<file path="config.mk">
export PLATFORM = sky130hd
export DESIGN_NAME = dm_arbiter
export DESIGN_NICKNAME = d
export VERILOG_FILES = /design/src/rtl/dm_arb_pkg.sv /design/src/rtl/dm_arb_rr.sv /design/src/rtl/dm_arbiter.sv
export SDC_FILE = /design/constraint.sdc
export NUM_CORES = 1
export LEC_CHECK = 0
export BUFFER_PORTS_ARGS = -buffer_cell sky130_fd_sc_hd__buf_2
export CAP_MARGIN = 20
export CORE_ASPECT_RATIO = 0.8
export CORE_UTILIZATION = 48
export DETAILED_ROUTE_END_ITERATION = 8
export HOLD_SLACK_MARGIN = 0.15
export PLACE_DENSITY = 0.85
export SYNTH_ARGS = -nofsm -noshare
export SYNTH_HDL_FRONTEND = slang
export SYNTH_HIERARCHICAL = 1
export SYNTH_SLANG_ARGS = --single-unit
</file>
<file path="constraint.sdc">
create_clock -name clk -period 3.24 [get_ports clk]
set_clock_uncertainty 0.15 [all_clocks]
set_input_delay 0.648 -clock clk [delete_from_list [all_inputs] [get_ports clk]]
set_output_delay 0.648 -clock clk [all_outputs]
set_load 0.05 [all_outputs]
</file>
<file path="src/rtl/dm_arb_pkg.sv">
// Shared definitions for the data-memory arbiter: FSM state encoding,
// requester port indices and a small one-hot helper.
package dm_arb_pkg;

    localparam logic [1:0] IDLE   = 2'd0;
    localparam logic [1:0] ACCESS = 2'd1;
    localparam logic [1:0] RESP   = 2'd2;

    localparam logic PORT0 = 1'b0;   // CPU load/store path
    localparam logic PORT1 = 1'b1;   // loader / DMA

    function automatic logic [1:0] port_onehot(input logic port);
        return (port == PORT1) ? 2'b10 : 2'b01;
    endfunction

endpackage

</file>
<file path="src/rtl/dm_arb_rr.sv">
// Two-way round-robin picker for dm_arbiter. Holds the priority pointer and,
// when DM_ARB_BURST_EN is defined, the burst counter that lets a locked owner
// keep priority for up to MAX_BURST consecutive grants.
module dm_arb_rr
    import dm_arb_pkg::*;
#(
    parameter int unsigned MAX_BURST = 4
) (
    input  logic clk,
    input  logic rst_n,
    input  logic req0_i,
    input  logic req1_i,
    input  logic grant_i,   // a grant is issuing this cycle
    input  logic owner_i,   // port receiving that grant
    input  logic lock0_i,
    input  logic lock1_i,
    output logic pick_o     // winner if arbitration happened this cycle
);

    logic prio_q, prio_d;

    // A lone requester always wins; priority only breaks ties
    assign pick_o = (req0_i & req1_i) ? prio_q : req1_i;

`ifdef DM_ARB_BURST_EN
    localparam int unsigned BW = $clog2(MAX_BURST + 1);

    logic [BW-1:0] burst_cnt_q, burst_cnt_d;
    logic          own_lock;

    // Priority/burst update on each grant: locked owner keeps priority until its burst is spent
    always_comb begin
        prio_d      = prio_q;
        burst_cnt_d = burst_cnt_q;
        own_lock    = (owner_i == PORT1) ? lock1_i : lock0_i;
        if (grant_i) begin
            if (own_lock) begin
                if (burst_cnt_q == BW'(MAX_BURST - 1)) begin
                    prio_d      = ~owner_i;
                    burst_cnt_d = '0;
                end else begin
                    prio_d      = owner_i;
                    burst_cnt_d = burst_cnt_q + 1'b1;
                end
            end else begin
                prio_d      = ~owner_i;
                burst_cnt_d = '0;
            end
        end
    end

    // Priority and burst registers
    always_ff @(posedge clk) begin
        if (!rst_n) begin
            prio_q      <= PORT0;
            burst_cnt_q <= '0;
        end else begin
            prio_q      <= prio_d;
            burst_cnt_q <= burst_cnt_d;
        end
    end
`else
    logic unused_cfg;
    assign unused_cfg = ^{lock0_i, lock1_i, 32'(MAX_BURST)};

    // Pure alternation: the port just granted loses priority
    always_comb begin
        prio_d = prio_q;
        if (grant_i) begin
            prio_d = ~owner_i;
        end
    end

    // Priority register
    always_ff @(posedge clk) begin
        if (!rst_n) begin
            prio_q <= PORT0;
        end else begin
            prio_q <= prio_d;
        end
    end
`endif

endmodule

</file>
<file path="src/rtl/dm_arbiter.sv">
// Shares the single-port data memory between the CPU (port 0) and the
// loader/DMA (port 1). IDLE -> ACCESS -> (write ? IDLE : RESP -> IDLE).
// Optional burst locking is enabled by defining DM_ARB_BURST_EN.
module dm_arbiter
    import dm_arb_pkg::*;
#(
    parameter int unsigned AW        = 32,
    parameter int unsigned DW        = 32,
    parameter int unsigned CNT_W     = 16,
    parameter int unsigned MAX_BURST = 4
) (
    input  logic             clk,
    input  logic             rst_n,
    input  logic             req0,
    input  logic             req1,
    input  logic             we0,
    input  logic             we1,
    input  logic [AW-1:0]    addr0,
    input  logic [AW-1:0]    addr1,
    input  logic [DW-1:0]    wdata0,
    input  logic [DW-1:0]    wdata1,
    input  logic             lock0,
    input  logic             lock1,
    output logic             gnt0,
    output logic             gnt1,
    output logic             rvalid0,
    output logic             rvalid1,
    output logic [DW-1:0]    rdata,
    output logic [AW-1:0]    DM_Addr,
    output logic [DW-1:0]    M_W_Data,
    output logic             Mem_Write,
    input  logic [DW-1:0]    M_R_Data,
    output logic             busy,
    output logic [CNT_W-1:0] conflict_cnt
);

    logic [1:0]       state_q, state_d;
    logic             owner_q, owner_d;
    logic             we_q, we_d;
    logic [AW-1:0]    addr_q, addr_d;
    logic [DW-1:0]    wdata_q, wdata_d;
    logic [1:0]       rvalid_q, rvalid_d;
    logic [DW-1:0]    rdata_q, rdata_d;
    logic [CNT_W-1:0] cnt_q, cnt_d;
    logic             pick;
    logic             access_gnt;

    // Reset is folded into the grant/write qualifiers so an access caught by
    // a reset edge neither commits to memory nor advances the round-robin.
    assign access_gnt = (state_q == ACCESS) & rst_n;

    dm_arb_rr #(
        .MAX_BURST(MAX_BURST)
    ) u_rr (
        .clk     (clk),
        .rst_n   (rst_n),
        .req0_i  (req0),
        .req1_i  (req1),
        .grant_i (access_gnt),
        .owner_i (owner_q),
        .lock0_i (lock0),
        .lock1_i (lock1),
        .pick_o  (pick)
    );

    assign gnt0         = access_gnt & (owner_q == PORT0);
    assign gnt1         = access_gnt & (owner_q == PORT1);
    assign Mem_Write    = access_gnt & we_q;
    assign DM_Addr      = addr_q;
    assign M_W_Data     = wdata_q;
    assign rvalid0      = rvalid_q[0];
    assign rvalid1      = rvalid_q[1];
    assign rdata        = rdata_q;
    assign busy         = (state_q != IDLE);
    assign conflict_cnt = cnt_q;

    // FSM next state, request latching, read capture and conflict counting
    always_comb begin
        state_d  = state_q;
        owner_d  = owner_q;
        we_d     = we_q;
        addr_d   = addr_q;
        wdata_d  = wdata_q;
        rvalid_d = '0;
        rdata_d  = rdata_q;
        cnt_d    = cnt_q;
        case (state_q)
            IDLE: begin
                if (req0 & req1 && cnt_q != '1) begin
                    cnt_d = cnt_q + 1'b1;
                end
                if (req0 | req1) begin
                    owner_d = pick;
                    we_d    = (pick == PORT1) ? we1    : we0;
                    addr_d  = (pick == PORT1) ? addr1  : addr0;
                    wdata_d = (pick == PORT1) ? wdata1 : wdata0;
                    state_d = ACCESS;
                end
            end
            ACCESS: begin
                state_d = we_q ? IDLE : RESP;
            end
            RESP: begin
                rdata_d  = M_R_Data;
                rvalid_d = port_onehot(owner_q);
                state_d  = IDLE;
            end
            default: begin
                state_d = IDLE;
            end
        endcase
    end

    // State and datapath registers
    always_ff @(posedge clk) begin
        if (!rst_n) begin
            state_q  <= IDLE;
            owner_q  <= PORT0;
            we_q     <= 1'b0;
            addr_q   <= '0;
            wdata_q  <= '0;
            rvalid_q <= '0;
            rdata_q  <= '0;
            cnt_q    <= '0;
        end else begin
            state_q  <= state_d;
            owner_q  <= owner_d;
            we_q     <= we_d;
            addr_q   <= addr_d;
            wdata_q  <= wdata_d;
            rvalid_q <= rvalid_d;
            rdata_q  <= rdata_d;
            cnt_q    <= cnt_d;
        end
    end

endmodule

</file>
== Word-level counts from Yosys, hierarchy flattened ==
Cells that the tools add are included.
Word-level totals
  register bits after elaboration: 119
  input bits: 168
  memories: 0
  bits in latches: 0
  bits in writable memories: 0
  ROM bits: 0
  logic and storage cells: 35
Cells by class
  bitwise operators: 7
  divide/modulo/power cells: 0
  order comparisons: 0
  muxes and demuxes: 8
  shifts and indexed selects: 0
  reductions and logical operators: 6
  equal/unequal tests: 4
  add/sub/neg operators: 1
  multipliers: 0
Operators by type and width (count)
  32-bit two-way mux: 2
  16-bit by 1-bit adder with 16-bit output (second input constant): 1
  16-bit != test (second input constant): 1
  2-bit two-way mux: 3
  2-bit AND reduction: 3
  1-bit AND: 5
  2-bit one-hot mux with 2 select lines: 1
  2-bit by 1-bit == test with 1-bit output (second input constant): 1
  2-bit == test (second input constant): 1
  2-bit logical NOT: 1
  1-bit two-way mux: 2
  2-bit != test (second input constant): 1
  2-bit nonzero test: 1
  1-bit logical AND: 1
  1-bit NOT: 1
  1-bit bitwise OR: 1

== Longest topological paths before layout ==
  depth in word-level cells: 3
  mapped depth: 8
  gate-level depth less buffers: 5

== Cells and area by module ==
The synthesis kept the hierarchy.
Modules (own cells, without submodules)
  dm_arbiter: instances 1, area each 5248.8 um^2, cells each 558, seq. area each 2362.3 um^2
  dm_arb_rr: instances 1, area each 45.0 um^2, cells each 5, seq. area each 20.0 um^2

== Worst setup path after synthesis ==
No wires, ideal clock.
  kind: in2out
  start: input port rst_n
  end: output port gnt0
  required time: 2.442 ns
  cell stages on the path: 3
  arrival: 1.623 ns
  path slack: 0.819 ns
  cells stage by stage: nand2_1 or2_2 nor2_1
On the way
  cells in the longest elaborated chain, start to end: 2
RTL lines
  start, declared: line dm_arbiter.sv:13  | input logic rst_n,
  1-bit AND: line dm_arbiter.sv:50  | assign access_gnt = (state_q == ACCESS) & rst_n;
  1-bit AND: line dm_arbiter.sv:66  | assign gnt0 = access_gnt & (owner_q == PORT0);
  end, declared: line dm_arbiter.sv:24  | output logic gnt0,
Every way passes these cells.

== Worst setup path after layout ==
  start: register state_q[0]
  end: output port gnt1
On the way
  cells in the longest elaborated chain, start to end: 3
RTL lines
  start, declared: line dm_arbiter.sv:37  | logic [1:0] state_q, state_d;
  start signal, assigned: line dm_arbiter.sv:126  | state_q <= state_d;
  2-bit by 1-bit == test with 1-bit output: line dm_arbiter.sv:50
  1-bit AND: line dm_arbiter.sv:50
  net access_gnt: line dm_arbiter.sv:46  | logic access_gnt;
  1-bit AND: line dm_arbiter.sv:67  | assign gnt1 = access_gnt & (owner_q == PORT1);
  end, declared: line dm_arbiter.sv:25  | output logic gnt1,
The timed path passes the listed nets, and every way through them passes these cells.

==> results_tabular.tex <==
\begin{tabular}{lr}
\hline
Metric & Value \\
\hline
\multicolumn{2}{l}{\textbf{Outcome}} \\
\quad Status & finished clean \\
\multicolumn{2}{l}{\textbf{Synthesis}} \\
\quad Syn Area/Cell & 9.40 um2 \\
\quad Synth area leader & sky130\_fd\_sc\_hd\_\_dfxtp\_1 \\
\quad Post-synthesis sequential area ratio & 45.0\% \\
\quad Syn Inst Count & 563 \\
\quad Number of distinct library cells after synthesis & 34 \\
\quad Total standard cell area after synthesis & 5290 um2 \\
\quad Synthesis Warnings & 6 \\
\quad Area fraction of the dominant cell type after synthesis & 45.0\% \\
\quad Mapped Nets & 732 \\
\quad Biggest area contributors in the synthesized netlist & sky130\_fd\_sc\_hd\_\_dfxtp\_1 45\%, sky130\_fd\_sc\_hd\_\_mux2i\_1 15\%, sky130\_fd\_sc\_hd\_\_o211a\_1 12\%, sky130\_fd\_sc\_hd\_\_nand2\_1 11\%, sky130\_fd\_sc\_hd\_\_a21boi\_0 5.0\% \\
\quad Number of storage elements in the synthesis netlist & 119 \\
\multicolumn{2}{l}{\textbf{Clock tree}} \\
\quad CTS Buf Count & 17 \\
\quad Maximum level of the CTS H-tree & 4 \\
\quad Root Buffer & sky130\_fd\_sc\_hd\_\_clkbuf\_16 \\
\quad Clock insertion delay at the later pin of the skew report & 0.40 ns \\
\quad CTS clock-pin slew for the worst setup and hold paths & 0.05 ns \\
\quad Hold\_buf cts & 0 \\
\quad Maximum buffer depth of the clock tree & 2 \\
\quad Count of buffers added by post-CTS timing repair for setup & 0 \\
\quad Resized cells post-CTS & 0 \\
\quad Clock sinks & 119 \\
\quad CTS tree & done \\
\multicolumn{2}{l}{\textbf{Floorplan}} \\
\quad Overall die width & 119 um \\
\quad I/O pin cnt & 286 \\
\quad Floorplan die area & 11500 um2 \\
\quad Starting density of the core & 50.5\% \\
\quad Number of rows created at floorplan & 33 \\
\quad Die Span Y & 95.9 um \\
\quad Area inside the core boundary & 10500 um2 \\
\multicolumn{2}{l}{\textbf{Placed design}} \\
\quad Final RePlAce weighted congestion & 0.803 \\
\quad Number of I/O port buffers & 283 \\
\quad Post-placement cell area & 6790 um2 \\
\quad Number of instances in the placed design & 947 \\
\quad DP Wirelength & 10.5 mm \\
\multicolumn{2}{l}{\textbf{Final layout}} \\
\quad Number of nets at the end of the flow & 997 \\
\quad Post-Layout Inst Area & 7440 um2 \\
\quad Share of layout cells above drive strength 1 & 39.4\% \\
\quad Area growth from synthesis to layout & 40.6\% \\
\quad Diode insertion count for antenna repair & 0 \\
\quad Fill cell total of the finished layout & 796 \\
\quad Non-filler instance count after layout & 981 \\
\multicolumn{2}{l}{\textbf{STA}} \\
\quad Final critical-path required period & 2.52 ns \\
\quad RSZ-0062 raised after global routing & false \\
\quad Total negative setup slack & 0 ns \\
\quad Hold slack & 0.296 ns \\
\quad Pin slew with the least headroom to its limit & 0.636 ns \\
\quad Final-report max-slew violation count & 0 \\
\quad Final number of hold-violating endpoints & 0 \\
\quad Period utilization & 77.8\% \\
\quad Achievable Freq & 0.397 GHz \\
\quad \# setup viols final & 0 \\
\quad Worst slew margin relative to its limit & 57.4\% \\
\multicolumn{2}{l}{\textbf{Min path}} \\
\quad Endpoint, Worst Hold & state\_q[1]\$\_SDFFE\_PN0P\_ \\
\quad Start point of the worst hold path & we\_q\$\_SDFFE\_PN0P\_ \\
\quad Kind of path behind the tightest hold check & reg2reg \\
\quad Hold path depth & 1 \\
\multicolumn{2}{l}{\textbf{Worst setup path}} \\
\quad Type of the worst setup path & reg2out \\
\quad R2R Path Start & conflict\_cnt[1]\$\_SDFFE\_PN0P\_ \\
\quad Maximum fanout count along the critical path & 6 \\
\quad Capture point of the worst reg-to-reg path & conflict\_cnt[0]\$\_SDFFE\_PN0P\_ \\
\quad Reg2Reg Setup Slack & 1.19 ns \\
\quad Arrival time worst endpoint & 1.72 ns \\
\quad Data required time of the critical path & 2.44 ns \\
\quad Count of cells along the worst register-to-register path & 6 \\
\quad Critical path capture point type & output port \\
\quad Element type at the critical path start & flip-flop \\
\multicolumn{2}{l}{\textbf{GRT}} \\
\quad Global-route wire length before repair & 21.9 mm \\
\quad Total congestion overflow & 0 \\
\quad Initial antenna violation count & 0 \\
\quad Number of global-route vias before repair & 4687 \\
\quad Total track usage & 24.3\% \\
\quad Pin count of the biggest net entering global routing & 133 \\
\multicolumn{2}{l}{\textbf{Drt}} \\
\quad Count of vias placed by the detailed router & 5095 \\
\quad Detailed-routing iteration count for the pre-antenna-repair pass & 4 \\
\quad Final routed wirelength across all metal layers & 14.4 mm \\
\quad Iteration-0 DRC count of the detailed router & 263 \\
\quad DRC violations left & 0 \\
\quad Remaining antenna violation count after routing & 0 \\
\quad Vias per cell & 5.19 \\
\quad Wirelength per Cell & 14.7 um \\
\multicolumn{2}{l}{\textbf{Pwr}} \\
\quad Power after layout & 0.00455 W \\
\quad Leakage power & 4.05 nW \\
\quad Worst voltage drop across the vdd grid & 0.000471 V \\
\quad Power density cells & 612 nW/um2 \\
\multicolumn{2}{l}{\textbf{Job}} \\
\quad Max capacitance violation total & 0 \\
\hline
\end{tabular}
==> stage by stage <==
| stage | utilization (%) | worst slack, ns |
|---|---|---|
| after floorplan | - | 0.819 |
| after global placement | 64.7 | 0.878 |
| after detailed placement | 64.7 | 0.873 |
| after CTS | 70.6 | 0.692 |
| after global routing | 71.0 | 0.618 |
| final | 71.0 | 0.720 |
==> cells in the final DEF, fill, tap and decap left out, types with 2 or more instances in the layout <==
cell type,netlist,routed
sky130_fd_sc_hd__a21oi_1,7,7
sky130_fd_sc_hd__clkinv_2,0,3
sky130_fd_sc_hd__nand3_1,2,2
sky130_fd_sc_hd__mux2i_1,77,77
sky130_fd_sc_hd__inv_1,3,3
sky130_fd_sc_hd__nor2_1,6,5
sky130_fd_sc_hd__buf_4,0,5
sky130_fd_sc_hd__buf_2,17,282
sky130_fd_sc_hd__clkbuf_16,0,17
sky130_fd_sc_hd__or2_2,2,2
sky130_fd_sc_hd__nor4_1,4,4
sky130_fd_sc_hd__dfxtp_1,119,119
sky130_fd_sc_hd__clkinv_4,0,2
sky130_fd_sc_hd__bufinv_16,0,3
sky130_fd_sc_hd__nand4_1,7,7
sky130_fd_sc_hd__nand2_1,151,151
sky130_fd_sc_hd__buf_12,0,2
sky130_fd_sc_hd__nand2b_1,12,12
sky130_fd_sc_hd__o211a_1,66,66
sky130_fd_sc_hd__a21boi_0,35,35
sky130_fd_sc_hd__nor2b_1,3,2
sky130_fd_sc_hd__and3_1,3,3
sky130_fd_sc_hd__inv_6,0,3
sky130_fd_sc_hd__clkinvlp_4,0,3
sky130_fd_sc_hd__o21ai_0,2,2
sky130_fd_sc_hd__and2_1,3,3
==> critical path, stage by stage (launching register included) <==
cell and delay [ns]:
sky130_fd_sc_hd__dfxtp_1 0.43, sky130_fd_sc_hd__nand2_1 0.08, sky130_fd_sc_hd__or2_2 0.31, sky130_fd_sc_hd__inv_1 0.11, sky130_fd_sc_hd__and2_1 0.13, sky130_fd_sc_hd__buf_2 0.26
==> flip-flops by register name, indices dropped and copies added (netlist names) <==
register      cells
DM_Addr          32
M_W_Data         32
conflict_cnt     16
owner_q           1
rdata            32
rvalid_q          2
state_q           2
u_rr/prio_q       1
we_q              1
==> how the worst max path moves through the flow <==
stage,from,to,cells past startpoint
after floorplan,rst_n,gnt0,3
after global routing,state_q[0]$_SDFFE_PN0P_,gnt1,5
after detailed placement,rst_n,gnt1,6
after CTS,state_q[0]$_SDFFE_PN0P_,gnt1,5
after global placement,rst_n,gnt1,6
final,state_q[0]$_SDFFE_PN0P_,gnt1,5
==> synth_stat cells (all sizes together) <==
master,n
nand3,2
o211a,66
nor2b,3
nand4bb,1
dfxtp,119
o21ai,2
nor4,4
a311o,1
nor2,6
o31ai,1
inv,3
clkbuf,28
nand4,7
o2111ai,1
a21boi,37
or3,2
nand2,151
o41ai,1
and2,3
a21oi,7
buf,17
or4,1
or2,2
mux2i,77
o311ai,1
and4bb,1
nand2b,12
nor3,1
ha,1
and4,1
and3,3
and3b,1
==> metal layers <==
layer	GRT usage [%]	vias to the layer above	share of wire [%]
met5	0	-	0
li1	-	2515	-
met4	7.81	0	1.1
met2	43.5	202	51
met1	27.7	2363	40
met3	7.76	15	7.8
==> layout make-up <==
class | instances | area, um2 | area share [%]
tap | 140 | 175 | 2.35
clock buffer | 18 | 439 | 5.90
sequential | 119 | 2380 | 32.0
multi-input combinational | 396 | 2730 | 36.7
inverter | 3 | 11.3 | 0.151
timing repair buffer | 291 | 1530 | 20.6
clock inverter | 14 | 171 | 2.30
==> power breakdown <==
part | switching, W | internal (W)
clock network | 0.000675 | 0.00123
registers | 0.0000626 | 0.00158
logic | 0.000687 | 0.000315
total | 0.00142 | 0.00313
==> cell families after synthesis <==
family / count (synthesis) / share of synthesized area, %
adders and majority gates: 1 / 0.236
AOI/OAI and AO/OA: 117 / 19.4
muxes: 77 / 14.6
buffers and inverters: 48 / 3.81
DFF: 119 / 45.0
and+or+nand+nor: 201 / 17.0
No activity file was read; power rests on OpenSTA's default activity.
